--- src/rtl/zoom_out_average.sv ---
// zoom_out_average: 2x2 box-filter downscaler.
// Reads a W x H source image from ROM one pixel per cycle (a0, a1, a2, a3 of each
// 2x2 block), averages the four values with round-half-up and writes the result
// into the frame RAM at (W/2) x (H/2), packed in raster order. The ROM has a
// one-cycle read latency, so every datum is tagged with the phase of the address
// that produced it, one cycle late.
module zoom_out_average #(
   parameter int ROM_AW = 17,
   parameter int RAM_AW = 19,
   parameter int DW     = 8
) (
   input  logic              clock,
   input  logic              reset,
   input  logic              start,
   input  logic [15:0]       img_width,
   input  logic [15:0]       img_height,
   input  logic [DW-1:0]     rom_data_in,
   output logic [ROM_AW-1:0] rom_addr,
   output logic [RAM_AW-1:0] ram_addr,
   output logic [DW-1:0]     ram_data,
   output logic              ram_wren,
   output logic              busy,
   output logic              done
);

   typedef enum logic [1:0] {IDLE, RUN, FLUSH, DONE} state_t;

   state_t              state;
   logic [15:0]         w_reg;        // source width
   logic [14:0]         wo_reg;       // output width
   logic [14:0]         ho_reg;       // output height
   logic [14:0]         ox;           // output column of the pixel being issued
   logic [14:0]         oy;           // output row of the pixel being issued
   logic [ROM_AW-1:0]   row_base;     // 2*oy*W
   logic [ROM_AW-1:0]   col_off;      // 2*ox
   logic [1:0]          phase;        // which of a0..a3 is on rom_addr now
   logic                cap_valid;    // rom_data_in this cycle belongs to an issued read
   logic [1:0]          cap_phase;    // phase of the read that rom_data_in answers
   logic [DW+1:0]       acc;          // running sum of the current block
   logic [RAM_AW-1:0]   wr_pix;       // next output pixel index

   logic [ROM_AW-1:0]   w_rom;
   logic [ROM_AW-1:0]   row_step;
   logic [ROM_AW-1:0]   pix_a0;
   logic [DW+1:0]       sum;
   logic                last_col;
   logic                last_row;

   // Address and sum helpers: adders only, no multiplier.
   always_comb begin
      w_rom    = ROM_AW'(w_reg);
      row_step = w_rom << 1;
      pix_a0   = row_base + col_off;
      sum      = acc + {2'b00, rom_data_in};
      last_col = (ox == wo_reg - 15'd1);
      last_row = (oy == ho_reg - 15'd1);
   end

   // Control FSM, read-address generation, accumulation and RAM write.
   always_ff @(posedge clock or negedge reset) begin
      if (!reset) begin
         state     <= IDLE;
         w_reg     <= '0;
         wo_reg    <= '0;
         ho_reg    <= '0;
         ox        <= '0;
         oy        <= '0;
         row_base  <= '0;
         col_off   <= '0;
         phase     <= '0;
         cap_valid <= 1'b0;
         cap_phase <= '0;
         acc       <= '0;
         wr_pix    <= '0;
         rom_addr  <= '0;
         ram_addr  <= '0;
         ram_data  <= '0;
         ram_wren  <= 1'b0;
         busy      <= 1'b0;
         done      <= 1'b0;
      end else begin
         ram_wren <= 1'b0;

         // Capture the datum returned for last cycle's address.
         if (cap_valid) begin
            if (cap_phase == 2'd0)
               acc <= {2'b00, rom_data_in};
            else
               acc <= sum;
            if (cap_phase == 2'd3) begin
               ram_data <= DW'((sum + (DW+2)'(2)) >> 2);
               ram_addr <= wr_pix;
               ram_wren <= 1'b1;
               wr_pix   <= wr_pix + RAM_AW'(1);
            end
         end

         case (state)
            IDLE, DONE: begin
               if (start) begin
                  w_reg     <= img_width;
                  wo_reg    <= img_width[15:1];
                  ho_reg    <= img_height[15:1];
                  ox        <= '0;
                  oy        <= '0;
                  row_base  <= '0;
                  col_off   <= '0;
                  phase     <= '0;
                  cap_valid <= 1'b0;
                  wr_pix    <= '0;
                  rom_addr  <= '0;
                  if (img_width < 16'd2 || img_height < 16'd2) begin
                     // Nothing to produce: finish without touching memory.
                     state <= DONE;
                     busy  <= 1'b0;
                     done  <= 1'b1;
                  end else begin
                     state <= RUN;
                     busy  <= 1'b1;
                     done  <= 1'b0;
                  end
               end
            end

            RUN: begin
               cap_valid <= 1'b1;
               cap_phase <= phase;
               phase     <= phase + 2'd1;
               case (phase)
                  2'd0: rom_addr <= pix_a0 + ROM_AW'(1);
                  2'd1: rom_addr <= pix_a0 + w_rom;
                  2'd2: rom_addr <= pix_a0 + w_rom + ROM_AW'(1);
                  default: begin
                     if (last_col && last_row) begin
                        // Last a3 is out; rom_addr holds it from here on.
                        state <= FLUSH;
                     end else if (last_col) begin
                        ox       <= '0;
                        oy       <= oy + 15'd1;
                        col_off  <= '0;
                        row_base <= row_base + row_step;
                        rom_addr <= row_base + row_step;
                     end else begin
                        ox       <= ox + 15'd1;
                        col_off  <= col_off + ROM_AW'(2);
                        rom_addr <= pix_a0 + ROM_AW'(2);
                     end
                  end
               endcase
            end

            FLUSH: begin
               // First cycle takes the final datum; the next one retires the pass.
               cap_valid <= 1'b0;
               if (!cap_valid) begin
                  state <= DONE;
                  busy  <= 1'b0;
                  done  <= 1'b1;
               end
            end

            default: state <= IDLE;
         endcase
      end
   end

endmodule
--- config.mk ---
export PLATFORM = sky130hd
export DESIGN_NAME = zoom_out_average
export DESIGN_NICKNAME = d
export VERILOG_FILES = /design/src/rtl/zoom_out_average.sv
export SDC_FILE = /design/constraint.sdc
export NUM_CORES = 1
export LEC_CHECK = 0
export CORE_ASPECT_RATIO = 1.1
export CORE_UTILIZATION = 55
export CTS_CLUSTER_DIAMETER = 40
export CTS_CLUSTER_SIZE = 16
export DETAILED_ROUTE_END_ITERATION = 10
export HOLD_SLACK_MARGIN = 0.1
export PLACE_DENSITY = 0.87
export SYNTH_ARGS = -nofsm -noshare
export SYNTH_HDL_FRONTEND = slang
export SYNTH_SLANG_ARGS = --single-unit
--- constraint.sdc ---
create_clock -name clock -period 8.8 [get_ports clock]
set_input_delay 1.32 -clock clock [delete_from_list [all_inputs] [get_ports clock]]
set_output_delay 1.32 -clock clock [all_outputs]
set_load 0.1 [all_outputs]
==> flow_summary_export.csv, run 1 <==
group,metric,value,unit
outcome,status,"complete, no violations",
pwr,p_leak,6.49,nW
routing,ant_nets,0,
clock_tree,cts_resized,0,
final_layout,fin_util,0.639,
routing,avgRoutedWirePerCell,17.1,um
run,maxCapViolCount,0,
critical_path,critPathTopFamily,"compound AO/OA/AOI/OAI gates",
routing,vias,11129,
routing,drt-total-wl,31400,um
routing,dr.pass1.iters,6,
routing,drcViolationCount,0,
synth,synth_area,0.0123,mm2
routing,wl_met2,15200,um
routing,met1_length,13000,um
timing,max_freq,186,MHz
timing,post-route-period-util,0.611,
timing,tns,0,ps
synth,synth_edf_count,0,
pwr,p_per_area,362,mW/mm2
clock_tree,cts_buffers,17,
critical_path,r2r_slack,3420,ps
final_layout,layout-drive-gt1-share,0.0389,
synth,netlist_instances,1466,
routing,viasPerCell,6.05,
clock_tree,clkTransAtPathRegs,80,ps
timing,worst_pin_slew,1320,ps
critical_path,critPathRequiredTime,9120,ps
place,io_buffers,88,
clock_tree,cts_setup_buffers,0,
global_routing,grt_usage,0.283,
die,start_util,0.560,
worst_hold_path,worstHoldStart,"rom_addr[0]",
clock_tree,cts_tree,"done",
clock_tree,clk_path_buf_depth,2,
timing,finClkSkew,19.9,ps
critical_path,slowest_stage,"a211oi_1",
global_routing,grt_max_degree,105,
critical_path,timing.rr.start,"row_base[2]",
critical_path,crit_path_end_kind,"register",
critical_path,crit_path_max_fanout,8,
global_routing,grt_pass1_vias,10819,
synth,synth-seq-cells,176,
global_routing,grt_pass1_wl,52000,um
final_layout,reg_top3,"ram_addr: 19 flops, wr_pix: 19 flops, rom_addr: 17 flops",
place,hpwl,22500,um
die,die_y,159,um
synth,synth_ff_type,"dfrtp_1",
timing,finalSetupViolations,0,
final_layout,area_delta_synth_final,14.2,%
die,ios,90,
die,core_area,0.0220,mm2
global_routing,antenna_found_initial,0,
synth,synth-seq-area-share,0.357,
place,gp_congestion,0.952,
routing,met3_length,1760,um
critical_path,crit_path_max_incr_delay,610,ps
worst_hold_path,hold_class,"register to register",
routing,top_layer_used,"met4",
clock_tree,clk_latency,450,ps
clock_tree,cts.sinks,176,
critical_path,crit_start,"row_base[2]",
timing,slew_viol_final,0,
final_layout,nFillCells,1759,
timing,hold_viol,0,
critical_path,cp.buffers_inverters,1,
clock_tree,hold_buffers,0,
critical_path,worst_setup_path_start_kind,"register",
synth,synthArstFlopShare,1.00,
clock_tree,htreeDepth,4,
die,dieArea,0.0230,mm2
synth,avgSynthCellArea,8.41,um2
critical_path,worstPathArrival,5700,ps
routing,drt_iter0_drc,913,
die,fp-row-count,57,
synth,ys_warn_count,0,
synth,synth_cell_types,79,
timing,grt_setup_unrepaired,"false",
final_layout,nets,1649,
synth,syn_nets,1584,
timing,period_needed,5380,ps
die,die_w,145,um
pwr,power,5.10,mW
critical_path,criticalPathCategory,"register to register",
global_routing,gr-total-overflow,0,
final_layout,antenna_cells,0,
timing,slew-limit-headroom,0.121,
critical_path,path_cells,"ha_1 > a211o_1 > a21oi_1 > o211a_1 > xor2_1 > clkinv_1 > ha_1 > a21o_1 > a41oi_1 > xnor2_1 > nand4b_1 > a211oi_1 > nand3_1 > nor4_1 > mux2i_1 > a21oi_1",
clock_tree,root_buffer,"clkbuf_16",
pwr,vdd_drop_max,0.205,mV
-- cell usage after synthesis, drive strengths merged, types with 5 or more instances --
cell      n  area share
buf      24      0.0095
nor4     18       0.011
nor3     37       0.015
a31oi     7      0.0035
o21bai    7      0.0043
dfrtp   176        0.36
o211ai    5      0.0030
o21ai    78       0.032
nand4b    5      0.0035
o31a      5      0.0035
nand2b    7      0.0035
or4       6      0.0037
nand3    67       0.027
o31ai     8      0.0049
or2       6      0.0030
a211oi   13      0.0079
clkinv    5      0.0015
and3     24       0.012
o21a      8      0.0049
and2     14      0.0071
a22o      9      0.0064
clkbuf   25      0.0076
mux2i    20       0.016
nor2    122       0.037
a222oi    5      0.0041
nand3b    5      0.0030
a21oi    70       0.028
nand2   277       0.084
ha       72       0.073
xor2     70       0.050
or3      15      0.0076
a21o     18       0.011
xnor2   103       0.073
inv      41       0.012
nand4    21       0.011
-- power by group --
| part | total [mW] | internal (mW) | switching, mW |
|---|---|---|---|
| Clock | 0.809 | 0.397 | 0.412 |
| Sequential | 1.30 | 1.02 | 0.287 |
| Combinational | 2.98 | 1.02 | 1.96 |
-- cells by family after synthesis --
family	synth area share
simple gates	0.240
compound gates	0.151
xor+xnor	0.123
buf+inv	0.0311
fa+ha+maj	0.0779
mux	0.0199
flops	0.357
other cells	0.000304
-- placed cells by master (no fill, tap or decap), drive strengths merged, types with 5 or more instances in the layout --
master / n
a31oi: 7
inv: 48
dfrtp: 176
nand2: 277
o21a: 8
nor4: 18
nor2: 122
a21o: 18
xor2: 70
clkdlybuf4s50: 87
nand4b: 5
buf: 8
and3: 24
or2: 6
mux2i: 20
o211ai: 5
or4: 6
clkinv: 13
a222oi: 5
a22o: 9
o31ai: 8
nand4: 21
a211oi: 13
o21ai: 78
nand3b: 5
clkbuf: 17
nand2b: 7
ha: 72
or3: 15
nor3: 37
o31a: 5
xnor2: 103
and2: 14
nand3: 67
a21oi: 70
o21bai: 7
-- tightest hold or removal path, delay by kind of cell (launching register included) --
family / cells / cell delay, ps
flops: 1 / 350
simple gates: 1 / 50
compound gates: 1 / 50
-- through the flow --
step           hold slack [ps]  cells  setup slack [ps]  cell area [um2]
2_1_floorplan              448   1466              4350            12300
3_3_place_gp               461   1807              3670            13400
3_5_place_dp               461   1807              3560            13400
4_1_cts                    486   1839              3510            14100
5_1_grt                    514   1839              3080            14100
6_report                   482   1839              3420            14100
-- layer usage --
layer,vias to the layer above,global-route usage
met5,-,0
met3,119,0.0436
met2,416,0.462
li1,5289,-
met4,0,0.139
met1,5305,0.363
-- final timing paths --
| kind | to | depth (start not counted) |
|---|---|---|
| min in group asynchronous | rom_addr[14] | 1 |
| max | rom_addr[16] | 16 |
| min reg2reg | rom_addr[0] | 2 |
| max in group asynchronous | acc[3] | 2 |
| min | rom_addr[0] | 2 |
| max reg2reg | rom_addr[16] | 16 |
-- area by class of cell --
cell class,instances,area (um2),area share
Tap cell,295,369,0.0262
Clock buffer,17,425,0.0302
Clock inverter,15,216,0.0154
Inverter,46,173,0.0123
Multi-Input combinational cell,1195,7560,0.537
Timing Repair Buffer,95,935,0.0664
Sequential cell,176,4400,0.313
Note: power is estimated with default switching activity, not from simulation.
==> run 2, diff against run 1 <==
--- a/config.mk
+++ b/config.mk
@@ -6,12 +6,12 @@
 export NUM_CORES = 1
 export LEC_CHECK = 0
 export CORE_ASPECT_RATIO = 1.1
-export CORE_UTILIZATION = 55
+export CORE_UTILIZATION = 54
 export CTS_CLUSTER_DIAMETER = 40
 export CTS_CLUSTER_SIZE = 16
 export DETAILED_ROUTE_END_ITERATION = 10
 export HOLD_SLACK_MARGIN = 0.1
-export PLACE_DENSITY = 0.87
+export PLACE_DENSITY = 0.88
 export SYNTH_ARGS = -nofsm -noshare
 export SYNTH_HDL_FRONTEND = slang
 export SYNTH_SLANG_ARGS = --single-unit
==> constraint.sdc (replaced) <==
create_clock -name clock -period 4.6 [get_ports clock]
set_input_delay 0.69 -clock clock [delete_from_list [all_inputs] [get_ports clock]]
set_output_delay 0.69 -clock clock [all_outputs]
set_load 0.1 [all_outputs]
==> run 2 against run 1 <==
  * Worst setup slack worse by 3300 ps
  * Sequential share of layout area fell by 0.89 points
  * Critical path type unchanged
  * Critical path depth unchanged
  * Register-to-register slack worse by 3300 ps
  * Hold slack got worse by 110 ps
  * Final area grew 2.9%
  * Global-route usage up 0.21 points
  * Non-clock buffer count increased by 45
  * Via count increased by 1.8%
  * Power increased by 99%
==> flow_summary_export.csv, run 2 (same netlist as run 1, synthesis figures left out) <==
group,metric,value,unit
outcome,status,"complete, no violations",
final_layout,final_cells,1884,
final_layout,layout_commonest_cell,"nand2_1",
critical_path,crit_start,"row_base[2]",
global_routing,use_met3,0.0472,
die,ios,90,
clock_tree,hold_buffers,0,
global_routing,grt_max_degree,100,
routing,drt-total-wl,32700,um
timing,worst_pin_slew,1050,ps
timing,max_freq,225,MHz
final_layout,reg_top3,"ram_addr: 19 flops, wr_pix: 19 flops, rom_addr: 17 flops",
clock_tree,clk_latency,450,ps
routing,drcViolationCount,0,
pwr,p_leak,6.75,nW
routing,ant_nets,0,
routing,drt_iter0_drc,972,
global_routing,antenna_found_initial,0,
critical_path,worstPathArrival,4760,ps
pwr,power,10.1,mW
clock_tree,root_buffer,"clkbuf_16",
critical_path,criticalPathCategory,"register to register",
global_routing,grt_pass1_wl,54200,um
timing,tns,0,ps
timing,hold_viol,0,
place,hpwl,23500,um
worst_hold_path,hold_class,"input port to async pin",
final_layout,nets,1694,
place,dp_cells,1852,
die,die_y,161,um
critical_path,critPathRequiredTime,4930,ps
routing,avgRoutedWirePerCell,17.4,um
clock_tree,clk_path_buf_depth,2,
critical_path,worst_setup_path_start_kind,"register",
global_routing,gr-total-overflow,0,
global_routing,grt_pass1_vias,11151,
clock_tree,cts.sinks,176,
place,gp_congestion,0.956,
final_layout,final_cell_mix,"277 x nand2_1, 176 x dfrtp_1, 122 x nor2_1",
global_routing,grt_usage,0.285,
routing,dr.pass1.iters,11,
die,die_w,146,um
routing,viasPerCell,6.01,
critical_path,timing.rr.start,"row_base[2]",
final_layout,layout-drive-gt1-share,0.0705,
die,start_util,0.554,
die,core_area,0.0223,mm2
pwr,p_per_area,699,mW/mm2
timing,slew_viol_final,0,
clock_tree,cts_buffers,17,
timing,slew-limit-headroom,0.300,
clock_tree,htreeDepth,4,
place,io_buffers,88,
pwr,vdd_drop_max,0.365,mV
routing,vias,11327,
critical_path,crit_path_max_fanout,4,
final_layout,stdcell_area,0.0145,mm2
global_routing,use_met2,0.502,
critical_path,crit_path_end_kind,"register",
timing,post-route-period-util,0.965,
place,placedInstanceArea,0.0138,mm2
timing,period_needed,4440,ps
final_layout,area_delta_synth_final,17.5,%
run,maxCapViolCount,0,
global_routing,grt-busiest-layer,"met2",
die,dieArea,0.0235,mm2
timing,finalSetupViolations,0,
clock_tree,clkTransAtPathRegs,80,ps
timing,finClkSkew,14.6,ps
critical_path,reg2reg_depth,16,
global_routing,met1_usage,0.346,
clock_tree,cts_tree,"done",
die,fp-row-count,57,
final_layout,antenna_cells,0,
[run 2: report_power, final]
group          leakage, nW  total (mW)  internal, mW  switching, mW
registers             2.33        2.46          1.95          0.515
logic                 4.11        6.11          2.21           3.90
clock network        0.308        1.56         0.765          0.798
total                 6.75        10.1          4.92           5.21
[run 2: stage by stage]
step / util / hold slack [ps] / setup slack (ps)
3_3_place_gp: 0.620 / 461 / 186
5_1_grt: 0.651 / 453 / -14.3
2_1_floorplan: - / 394 / 146
3_5_place_dp: 0.620 / 462 / 148
6_report: 0.651 / 375 / 162
4_1_cts: 0.649 / 404 / 32.5
[run 2: cell type report]
type                            count  area, um2
Inverter                           46        173
Sequential cell                   176       4400
Fill cell                        1806       7760
Multi-Input combinational cell   1195       7610
Clock inverter                     15        219
Tap cell                          295        369
Clock buffer                       17        425
Timing Repair Buffer              140       1300
[run 2: worst paths after layout]
path | end | slack [ps]
worst min register to register | ram_addr[1] | 480
worst max register to register | rom_addr[16] | 160
worst max-delay path | rom_addr[16] | 160
min in group clock | ram_addr[1] | 480
max in group asynchronous | cap_phase[1] | 3250
worst min-delay path | rom_addr[12] | 370
[run 2: critical path, cell delays in order (launching register included)]
cell and delay [ps]:
dfrtp_1 410, ha_1 320, a211o_1 350, a2111o_1 420, a21o_1 220, a221oi_1 320
xor2_1 220, inv_1 80, ha_1 210, or3_1 360, nor3_2 180, o31ai_2 110
xor2_1 220, mux2i_1 190, nor4_2 330, mux2i_1 270, a21oi_1 90
[run 2: timing repair]
| action | 4_1_cts | 5_1_grt |
|---|---|---|
| buffers inserted | 0 | 0 |
| resized for setup | 0 | 8 |
| setup endpoints to repair | 0 | 4 |
[run 2: per-layer routing]
layer | vias to the layer above | wire, um
li1 | 5370 | -
met1 | 5484 | 13400
met2 | 387 | 16500
met3 | 86 | 1860
met4 | 0 | 1020
met5 | - | 0
==> run 3, diff against run 2 <==
--- a/config.mk
+++ b/config.mk
@@ -5,6 +5,7 @@
 export SDC_FILE = /design/constraint.sdc
 export NUM_CORES = 1
 export LEC_CHECK = 0
+export ABC_CLOCK_PERIOD_IN_PS = 4600
 export CORE_ASPECT_RATIO = 1.1
 export CORE_UTILIZATION = 54
 export CTS_CLUSTER_DIAMETER = 40
==> results of run 3 <==
Final layout, timing and power as in run 2 (identical DEF).
==> variant (settings of run 3) <==
Add an input register stage for `start`, `img_width`, `img_height` and `rom_data_in`; this delays them by one clock. Comments in the files are not updated.
--- a/src/rtl/zoom_out_average.sv
+++ b/src/rtl/zoom_out_average.sv
@@ -25,6 +25,18 @@
 
    typedef enum logic [1:0] {IDLE, RUN, FLUSH, DONE} state_t;
 
+   logic start_q;
+   logic [15:0] img_width_q;
+   logic [15:0] img_height_q;
+   logic [DW-1:0] rom_data_q;
+
+   always_ff @(posedge clock) begin
+      start_q      <= start;
+      img_width_q  <= img_width;
+      img_height_q <= img_height;
+      rom_data_q   <= rom_data_in;
+   end
+
    state_t              state;
    logic [15:0]         w_reg;        // source width
    logic [14:0]         wo_reg;       // output width
@@ -51,7 +63,7 @@
       w_rom    = ROM_AW'(w_reg);
       row_step = w_rom << 1;
       pix_a0   = row_base + col_off;
-      sum      = acc + {2'b00, rom_data_in};
+      sum      = acc + {2'b00, rom_data_q};
       last_col = (ox == wo_reg - 15'd1);
       last_row = (oy == ho_reg - 15'd1);
    end
@@ -84,7 +96,7 @@
          // Capture the datum returned for last cycle's address.
          if (cap_valid) begin
             if (cap_phase == 2'd0)
-               acc <= {2'b00, rom_data_in};
+               acc <= {2'b00, rom_data_q};
             else
                acc <= sum;
             if (cap_phase == 2'd3) begin
@@ -97,10 +109,10 @@
 
          case (state)
             IDLE, DONE: begin
-               if (start) begin
-                  w_reg     <= img_width;
-                  wo_reg    <= img_width[15:1];
-                  ho_reg    <= img_height[15:1];
+               if (start_q) begin
+                  w_reg     <= img_width_q;
+                  wo_reg    <= img_width_q[15:1];
+                  ho_reg    <= img_height_q[15:1];
                   ox        <= '0;
                   oy        <= '0;
                   row_base  <= '0;
@@ -109,7 +121,7 @@
                   cap_valid <= 1'b0;
                   wr_pix    <= '0;
                   rom_addr  <= '0;
-                  if (img_width < 16'd2 || img_height < 16'd2) begin
+                  if (img_width_q < 16'd2 || img_height_q < 16'd2) begin
                      // Nothing to produce: finish without touching memory.
                      state <= DONE;
                      busy  <= 1'b0;
Check against the original RTL: not equivalent (a bounded check fails within 4 cycles, from zero or initial values and one cycle with reset low).
==> variant against run 3 <==
  * Cell area is 8.8% higher
  * Synthesized area grew 8.0%
  * Sequential share of layout area increased by 2.6 points
  * Routed wire length up 3.6%
  * Total power rose by 4.0%
  * Synthesized cell count up 5.4%
  * Sequential cell count up 40
  * Worst setup slack improved by 95 ps
  * Largest power group unchanged
==> variant: results (changes against run 3) <==
| Metric | Value |
|---|---|
| Status | `complete, no violations (unchanged)` |
| Switching share of power | `46.7% (was 51.4%)` |
| DP HPWL | `24.0 mm (was 23.5 mm)` |
| Fraction of layout cells with a size suffix above 1 | `7.69% (was 7.05%)` |
| Clk Latency, worst-skew pair | `570 ps (was 450 ps)` |
| Worst Hold Margin | `229 ps (was 375 ps)` |
| Initial drt markers | `1,130 (was 972)` |
| H-Tree Depth | `1 (was 4)` |
| Syn Area/Cell | `8.63 um^2 (was 8.41 um^2)` |
| CP arrival | `4780 ps (was 4760 ps)` |
| FF-to-FF End | `rom_addr[10]$_DFFE_PN0P_ (was rom_addr[16]$_DFFE_PN0P_)` |
| Global-route wire length before repair | `56.1 mm (was 54.2 mm)` |
| Count of multi-input gates | `1,223 (was 1,195)` |
| Pre-CTS WS | `95.0 ps (was 148 ps)` |
| Post-DP Area | `14,600 um^2 (was 13,800 um^2)` |
| Routed wl met2 | `16.6 mm (was 16.5 mm)` |
| Met3 Wirelength | `2.24 mm (was 1.86 mm)` |
| Area contributors post-synth | `dfrtp_1 33%, nand2_1 8.1%, xnor2_1 7.4% (was dfrtp_1 36%, nand2_1 8.4%, xnor2_1 7.3%)` |
| Buffers, non-clock | `122 (was 140)` |
| GR Util met2 | `45.5% (was 50.2%)` |
| FILL cells | `1,811 (was 1,806)` |
| Register bit total from synthesis | `216 (was 176)` |
| WL met1 | `13.7 mm (was 13.4 mm)` |
| GRT Util Overall | `27.4% (was 28.5%)` |
| Signal inverters | `48 (was 46)` |
| Pint | `5.62 mW (was 4.92 mW)` |
| Post-synth ARST share | `81.5% (was 100%)` |
| FF-to-FF path depth | `18 (was 16)` |
| Fraction of area in multi-input gates | `49.2% (was 52.5%)` |
| CTS buffer count | `30 (was 17)` |
| Leakage | `7.11 nW (was 6.75 nW)` |
| Fmax | `230 MHz (was 225 MHz)` |
## variant: critical path: stages (launching register included)
cell and delay [ps]:
dfrtp_1 430, ha_1 330, a211o_1 320, a2111oi_4 350, buf_4 190, o21ai_2 80, xnor2_2 170, inv_1 100
ha_1 300, a21o_1 200, a31oi_1 230, xnor2_1 210, nand2_1 110, a2bb2oi_2 160, nor2b_1 240, buf_4 180
mux2i_1 200, o211ai_1 130, a32o_1 280
## variant: kinds of logic after synthesis
kind of cell	Yosys count	synth area share, %
buf+inv	106	3.14
fa+ha+maj	75	7.21
mux	28	2.21
other cells	1	0.0281
xor+xnor	169	11.1
compound gates	294	14.5
flops	216	39.1
simple gates	656	22.7
## variant: timing repair
| item | in CTS | in global routing |
|---|---|---|
| gates resized for setup | 0 | 12 |
| setup endpoints to repair | 0 | 7 |
| hold buffers | 0 | 0 |
| setup buffers | 0 | 2 |
